--- src/rtl/connect4_pkg.sv ---
// connect4_pkg: shared constants, FSM state type and the column one-hot
// decoder used by the drop controller.
package connect4_pkg;

  localparam int NUM_COLS    = 16;
  localparam int FALL_CYCLES = 15;

  // Fall counter starts one below the cycle count because the terminal
  // count (0) is itself a FALL cycle.
  localparam logic [3:0] FALL_LOAD = 4'(FALL_CYCLES - 1);

  typedef enum logic [1:0] {
    IDLE  = 2'd0,
    PLACE = 2'd1,
    FALL  = 2'd2
  } state_e;

  // One-hot column select from a column index.
  function automatic logic [NUM_COLS-1:0] col_onehot(input logic [3:0] idx);
    col_onehot = {{(NUM_COLS-1){1'b0}}, 1'b1} << idx;
  endfunction

endpackage

--- src/rtl/drop_controller_if.sv ---
// drop_controller_if: button/board inputs and cursor/placement outputs of
// the drop controller.
//   master: drives buttons, game_over, col_full; observes outputs.
//   slave : the controller itself.
interface drop_controller_if;
  import connect4_pkg::*;

  logic                left;
  logic                right;
  logic                drop;
  logic                game_over;
  logic [NUM_COLS-1:0] col_full;
  logic                player;
  logic [NUM_COLS-1:0] placement;
  logic [NUM_COLS-1:0] dropping;
  logic [3:0]          cursor;
  logic                busy;

  modport master (
    output left, right, drop, game_over, col_full,
    input  player, placement, dropping, cursor, busy
  );

  modport slave (
    input  left, right, drop, game_over, col_full,
    output player, placement, dropping, cursor, busy
  );

endinterface

--- src/rtl/btn_pulse.sv ---
// btn_pulse: turns a level button into a single-cycle registered pulse on
// its 0->1 transition.
//   clk   : system clock
//   RST   : synchronous active-high reset
//   btn   : level button input
//   pulse : one-cycle strobe, high the cycle after the rising edge is sampled
module btn_pulse (
  input  logic clk,
  input  logic RST,
  input  logic btn,
  output logic pulse
);

  logic btn_q, btn_d;
  logic arm_q, arm_d;
  logic pulse_q, pulse_d;

  // Edge detect; arm_q blocks the first post-reset cycle so a button held
  // through reset release is seen as already pressed, not as a new press.
  always_comb begin
    btn_d   = btn;
    arm_d   = 1'b1;
    pulse_d = btn & ~btn_q & arm_q;
  end

  // Edge-detector registers.
  always_ff @(posedge clk) begin
    if (RST) begin
      btn_q   <= 1'b0;
      arm_q   <= 1'b0;
      pulse_q <= 1'b0;
    end else begin
      btn_q   <= btn_d;
      arm_q   <= arm_d;
      pulse_q <= pulse_d;
    end
  end

  assign pulse = pulse_q;

endmodule

--- src/rtl/drop_controller.sv ---
// drop_controller: column cursor and piece-drop sequencer.
//   clk : system clock (rising edge)
//   RST : synchronous active-high reset
//   bus : slave side of drop_controller_if
//         in : left, right, drop (level buttons), game_over, col_full[15:0]
//         out: player, placement[15:0] (one-hot strobe), dropping[15:0]
//              (cursor indicator), cursor[3:0], busy
// All outputs are flops computed from next-state values, so nothing reaches
// an output combinationally from an input.
module drop_controller
  import connect4_pkg::*;
(
  input  logic             clk,
  input  logic             RST,
  drop_controller_if.slave bus
);

  logic left_p, right_p, drop_p;

  btn_pulse u_left  (.clk(clk), .RST(RST), .btn(bus.left),  .pulse(left_p));
  btn_pulse u_right (.clk(clk), .RST(RST), .btn(bus.right), .pulse(right_p));
  btn_pulse u_drop  (.clk(clk), .RST(RST), .btn(bus.drop),  .pulse(drop_p));

  state_e              state_q, state_d;
  logic [3:0]          cursor_q, cursor_d;
  logic                player_q, player_d;
  logic [3:0]          fall_cnt_q, fall_cnt_d;
  logic [NUM_COLS-1:0] placement_q, placement_d;
  logic [NUM_COLS-1:0] dropping_q, dropping_d;
  logic                busy_q, busy_d;

  // Next-state, cursor, fall counter and output decode.
  always_comb begin
    state_d    = state_q;
    cursor_d   = cursor_q;
    player_d   = player_q;
    fall_cnt_d = fall_cnt_q;
    case (state_q)
      IDLE: begin
        // Drop is judged on the pre-move cursor and wins over a move.
        if (drop_p && !bus.game_over && !bus.col_full[cursor_q]) begin
          state_d = PLACE;
        end else if (left_p && !right_p) begin
          cursor_d = cursor_q - 4'd1;
        end else if (right_p && !left_p) begin
          cursor_d = cursor_q + 4'd1;
        end else begin
          cursor_d = cursor_q;
        end
      end
      PLACE: begin
        state_d    = FALL;
        fall_cnt_d = FALL_LOAD;
      end
      FALL: begin
        if (fall_cnt_q == 4'd0) begin
          state_d  = IDLE;
          player_d = ~player_q;
        end else begin
          fall_cnt_d = fall_cnt_q - 4'd1;
        end
      end
      default: begin
        state_d = IDLE;
      end
    endcase

    placement_d = (state_d == PLACE) ? col_onehot(cursor_d) : {NUM_COLS{1'b0}};
    dropping_d  = (state_d == IDLE && !bus.game_over) ? col_onehot(cursor_d)
                                                      : {NUM_COLS{1'b0}};
    busy_d      = (state_d != IDLE);
  end

  // FSM state, counters and registered outputs.
  always_ff @(posedge clk) begin
    if (RST) begin
      state_q     <= IDLE;
      cursor_q    <= 4'd0;
      player_q    <= 1'b0;
      fall_cnt_q  <= 4'd0;
      placement_q <= {NUM_COLS{1'b0}};
      dropping_q  <= {{(NUM_COLS-1){1'b0}}, 1'b1};
      busy_q      <= 1'b0;
    end else begin
      state_q     <= state_d;
      cursor_q    <= cursor_d;
      player_q    <= player_d;
      fall_cnt_q  <= fall_cnt_d;
      placement_q <= placement_d;
      dropping_q  <= dropping_d;
      busy_q      <= busy_d;
    end
  end

  assign bus.player    = player_q;
  assign bus.placement = placement_q;
  assign bus.dropping  = dropping_q;
  assign bus.cursor    = cursor_q;
  assign bus.busy      = busy_q;

endmodule

--- src/flat_wrapper.sv ---
// flat-port wrapper written by rule: the top's interface ports become plain ports
module drop_controller_flat import connect4_pkg::*;
  (clk, RST, bus_left, bus_right, bus_drop, bus_game_over, bus_col_full, bus_player, bus_placement, bus_dropping, bus_cursor, bus_busy);
  drop_controller_if bus_i ();
  input  logic clk;
  input  logic RST;
  input wire logic [$bits(bus_i.left)-1:0] bus_left;
  input wire logic [$bits(bus_i.right)-1:0] bus_right;
  input wire logic [$bits(bus_i.drop)-1:0] bus_drop;
  input wire logic [$bits(bus_i.game_over)-1:0] bus_game_over;
  input wire logic [$bits(bus_i.col_full)-1:0] bus_col_full;
  output wire logic [$bits(bus_i.player)-1:0] bus_player;
  output wire logic [$bits(bus_i.placement)-1:0] bus_placement;
  output wire logic [$bits(bus_i.dropping)-1:0] bus_dropping;
  output wire logic [$bits(bus_i.cursor)-1:0] bus_cursor;
  output wire logic [$bits(bus_i.busy)-1:0] bus_busy;
  assign bus_i.left = bus_left;
  assign bus_i.right = bus_right;
  assign bus_i.drop = bus_drop;
  assign bus_i.game_over = bus_game_over;
  assign bus_i.col_full = bus_col_full;
  assign bus_player = bus_i.player;
  assign bus_placement = bus_i.placement;
  assign bus_dropping = bus_i.dropping;
  assign bus_cursor = bus_i.cursor;
  assign bus_busy = bus_i.busy;
  drop_controller u_core (.clk(clk), .RST(RST), .bus(bus_i));
endmodule
--- config.mk ---
export PLATFORM = sky130hd
export DESIGN_NAME = drop_controller_flat
export DESIGN_NICKNAME = d
export VERILOG_FILES = /design/src/rtl/connect4_pkg.sv /design/src/rtl/drop_controller_if.sv /design/src/rtl/btn_pulse.sv /design/src/rtl/drop_controller.sv /design/src/flat_wrapper.sv
export SDC_FILE = /design/constraint.sdc
export NUM_CORES = 1
export LEC_CHECK = 0
export BUFFER_PORTS_ARGS = -buffer_cell sky130_fd_sc_hd__buf_2
export CAP_MARGIN = 10
export CORE_MARGIN = 4
export CORE_UTILIZATION = 30
export DETAILED_ROUTE_END_ITERATION = 16
export SYNTH_ARGS = -nofsm -noshare
export SYNTH_HDL_FRONTEND = slang
export SYNTH_SLANG_ARGS = --single-unit
--- constraint.sdc ---
create_clock -name clk -period 2.5 [get_ports clk]
set_input_delay 0.5 -clock clk [delete_from_list [all_inputs] [get_ports clk]]
set_output_delay 0.5 -clock clk [all_outputs]
set_load 0.03 [all_outputs]
==> impl_metrics.tcl <==
set metrics [dict create \
    postSynthAreaPerCell_um2 10.0 \
    yosys-top-cells-area "dfxtp_1, nor3_1, buf_6, nor3_2, nor2_1" \
    wire_per_inst_um 13.5 \
    pwr-share-clk_pct 31.2 \
    synth_fp_nets 243 \
    cellPowerDensity_mw_per_mm2 577 \
    finalSetupViolCount 0 \
    synthArstFlopShare_pct 0 \
    synth_most_common_cell "dfxtp_1" \
    synth.distinct_cells 51 \
    grt_busiest_layer "met2" \
    seq_area_mm2 0.00103 \
    cts_buffer_depth 2 \
    ir_drop_v 0.000241 \
    cp-end-kind "flip-flop" \
    ys_ff_latch 51 \
    synth-edff-count 0 \
    clock_skew_ns 0.0152 \
    start_kind "flip-flop" \
    seq_power_share_pct 52.6 \
    yosys_warnings 0 \
    yosysSeqAreaShare_pct 46.7 \
    cap_violations 0 \
    met2_usage_pct 19.7 \
    dp_hpwl_um 3950 \
    portBuffers 59 \
    fin_crit_sh_pct 97.9 \
    dieArea_mm2 0.00872 \
    synth_cells 218 \
    preCtsSetupSlack_ns -0.149 \
    grt_antenna_before_repair 0 \
    syn_area_mm2 0.00219 \
    worst_pin_slew_ns 0.500 \
    io_pins 60 \
    power.switching_w 0.000444 \
    cts_sinks 51 \
    critical_path_required_ns 2.67 \
    cts_made_buffers 5 \
    cts_tree "built" \
    grt_util_met1_pct 15.9 \
    multi_input_comb_area_mm2 0.00107 \
    reg2reg_slack_ns 0.05 \
    crit_arrival_ns 2.62 \
    ant_nets 0 \
    hp-class "in -> reg" \
    period_needed_ns 2.45 \
    worst_slack_ns 0.0530 \
    yosysTopAreaCell "dfxtp_1" \
    gp_congestion 0.805 \
    vias 1812 \
    nNetsFinal 314 \
    grt_max_degree 17 \
    grt_util_met3_pct 3.70 \
    routed_wirelength_um 5200 \
    clk_latency_ns 0.31 \
    p_sw_share_pct 27.6 \
    dr.pass1.iters 4 \
    die_x_um 93.4 \
    postCtsSetupBuffers 0 \
    grt_pass1_vias 1776 \
    crit_family "compound AO/OA/AOI/OAI gates" \
    grtUsageTotal_pct 12.1 \
    syn_to_final_growth_pct 27.4 \
    synth_top_area_share_pct 46.7 \
    row_count 30 \
    fp.coreArea_mm2 0.00694 \
    drt_iter0_drc 81 \
    critPathMaxFanout 8 \
    synth_flop_cell "dfxtp_1" \
    path_clk_slew_ns 0.10 \
    leakagePower_nw 1.15 \
    max_stage_delay_ns 0.53 \
    htree_levels 2 \
    vias_per_cell 4.69 \
    overflow 0 \
    root_buffer "clkbuf_8" \
    finalMaxSlewViolations 0 \
    grt_pass1_wl_um 8450 \
    max_slew_margin_pct 66.3 \
    start_util_pct 31.5 \
    status "finished clean" \
    die_h_um 93.4 \
    holdWs_ns 0.436 \
    combinationalPowerShare_pct 16.2 \
    max_freq_mhz 409 \
    p_int_w 0.00116 \
    yosys-top-cells-count "dfxtp_1, nor3_1, nor2_1, nand2_1, inv_1" \
    antenna_cells 0 \
    path_class "reg -> reg" \
    crit_chain "mux4_2 > a22o_1 > o221ai_4 > buf_4 > nor3_1 > o21ai_0 > nor3_1" \
    cpMostUsedCell "nor3_1" \
    drive_gt1_share_pct 37.6 \
    cts_hold_buf 0 \
    crit_slowest_cell "mux4_2" \
    crit_buf_inv 1 \
    hold_viol 0 \
    fill_cells 710 \
    remaining_drc_errors 0 \
]
==> cell usage in the layout, fill, tap and decap left out, types with 3 or more instances in the layout <==
| cell | count |
|---|---|
| inv_1 | 9 |
| ha_1 | 3 |
| clkbuf_8 | 6 |
| nand3_1 | 5 |
| xnor2_1 | 4 |
| buf_4 | 13 |
| nor2b_1 | 6 |
| o211ai_1 | 5 |
| mux2_2 | 3 |
| mux2i_1 | 3 |
| nand2b_1 | 4 |
| a21oi_1 | 6 |
| dfxtp_1 | 49 |
| buf_2 | 59 |
| and3b_1 | 3 |
| nor3_2 | 7 |
| nand2_1 | 11 |
| nor3_1 | 28 |
| nor2_1 | 14 |
| o21ai_0 | 5 |
==> through the flow <==
step                      utilization, %  power [W]  std cells  setup TNS [ns]  instance area, µm²
final                               40.1    0.00161        386               0                2780
after global routing                40.1    0.00169        386         -0.0177                2780
after CTS                           39.7    0.00162        386               0                2760
after detailed placement            38.3    0.00112        378           -2.17                2660
after global placement              38.3    0.00112        378           -1.74                2660
after floorplan                        -    0.00104        218               0                2190
==> layer usage <==
layer | up-vias | routed length [µm]
li1 | 927 | -
met1 | 817 | 2400
met2 | 62 | 2380
met3 | 6 | 393
met4 | 0 | 26
met5 | - | 0
==> final timing paths <==
path                                   startpoint                                 end  cells past startpoint
hold reg to reg    u_core.u_left.btn_q$_SDFF_PP0_      u_core.u_left.pulse$_SDFF_PP0_                      1
setup / recovery  u_core.bus.cursor[0]$_SDFF_PP0_  u_core.bus.dropping[10]$_SDFF_PP0_                      7
hold / removal                           bus_left      u_core.u_left.btn_q$_SDFF_PP0_                      2
setup reg to reg  u_core.bus.cursor[0]$_SDFF_PP0_  u_core.bus.dropping[10]$_SDFF_PP0_                      7
==> layout make-up <==
| cell class | instances | area share [%] |
|---|---|---|
| clock inverters | 2 | 0.584 |
| flip-flops and latches | 51 | 36.9 |
| multi-input cells | 148 | 38.5 |
| repair buffers | 74 | 15.6 |
| clock buffers | 6 | 2.97 |
| well taps | 96 | 4.31 |
| inverters | 9 | 1.21 |
==> logic make-up (layout without fill, tap and decap cells) <==
| logic type | count (synthesis) | in the layout | share of synthesized area (%) |
|---|---|---|---|
| multiplexers | 8 | 8 | 4.98 |
| flip-flops | 51 | 51 | 46.7 |
| adder cells (fa/ha/maj) | 3 | 3 | 1.72 |
| buffers and inverters | 19 | 91 | 5.38 |
| AND/OR/NAND/NOR | 92 | 92 | 24.1 |
| AO/OA/AOI/OAI | 39 | 39 | 14.7 |
| XOR/XNOR | 6 | 6 | 2.40 |
==> power groups by stage <==
stage / Combinational [W] / Clock [W] / Sequential (W)
CTS: 0.000257 / 0.000520 / 0.000846
floorplan: 0.000163 / 0 / 0.000876
global route: 0.000282 / 0.000562 / 0.000849
global placement: 0.000254 / 0 / 0.000865
detailed placement: 0.000256 / 0 / 0.000865
finish: 0.000260 / 0.000502 / 0.000846
==> flip-flops by register name (all words and copies together), names as in the netlist <==
signal / count
u_core.u_left.arm_q: 1
u_core.u_drop.btn_q: 1
u_core.u_left.btn_q: 1
u_core.bus.busy: 1
u_core.bus.dropping: 16
u_core.fall_cnt_q: 4
u_core.bus.player: 1
u_core.u_drop.pulse: 1
u_core.state_q: 2
u_core.bus.cursor: 4
u_core.u_right.pulse: 1
u_core.u_right.btn_q: 1
u_core.bus.placement: 16
u_core.u_left.pulse: 1
==> repair_timing <==
| item | 4_1_cts | 5_1_grt |
|---|---|---|
| setup endpoints to repair | 7 | 30 |
| resized for setup | 1 | 8 |
| pin swaps | 0 | 1 |
No activity file was read; power rests on OpenSTA's default activity.
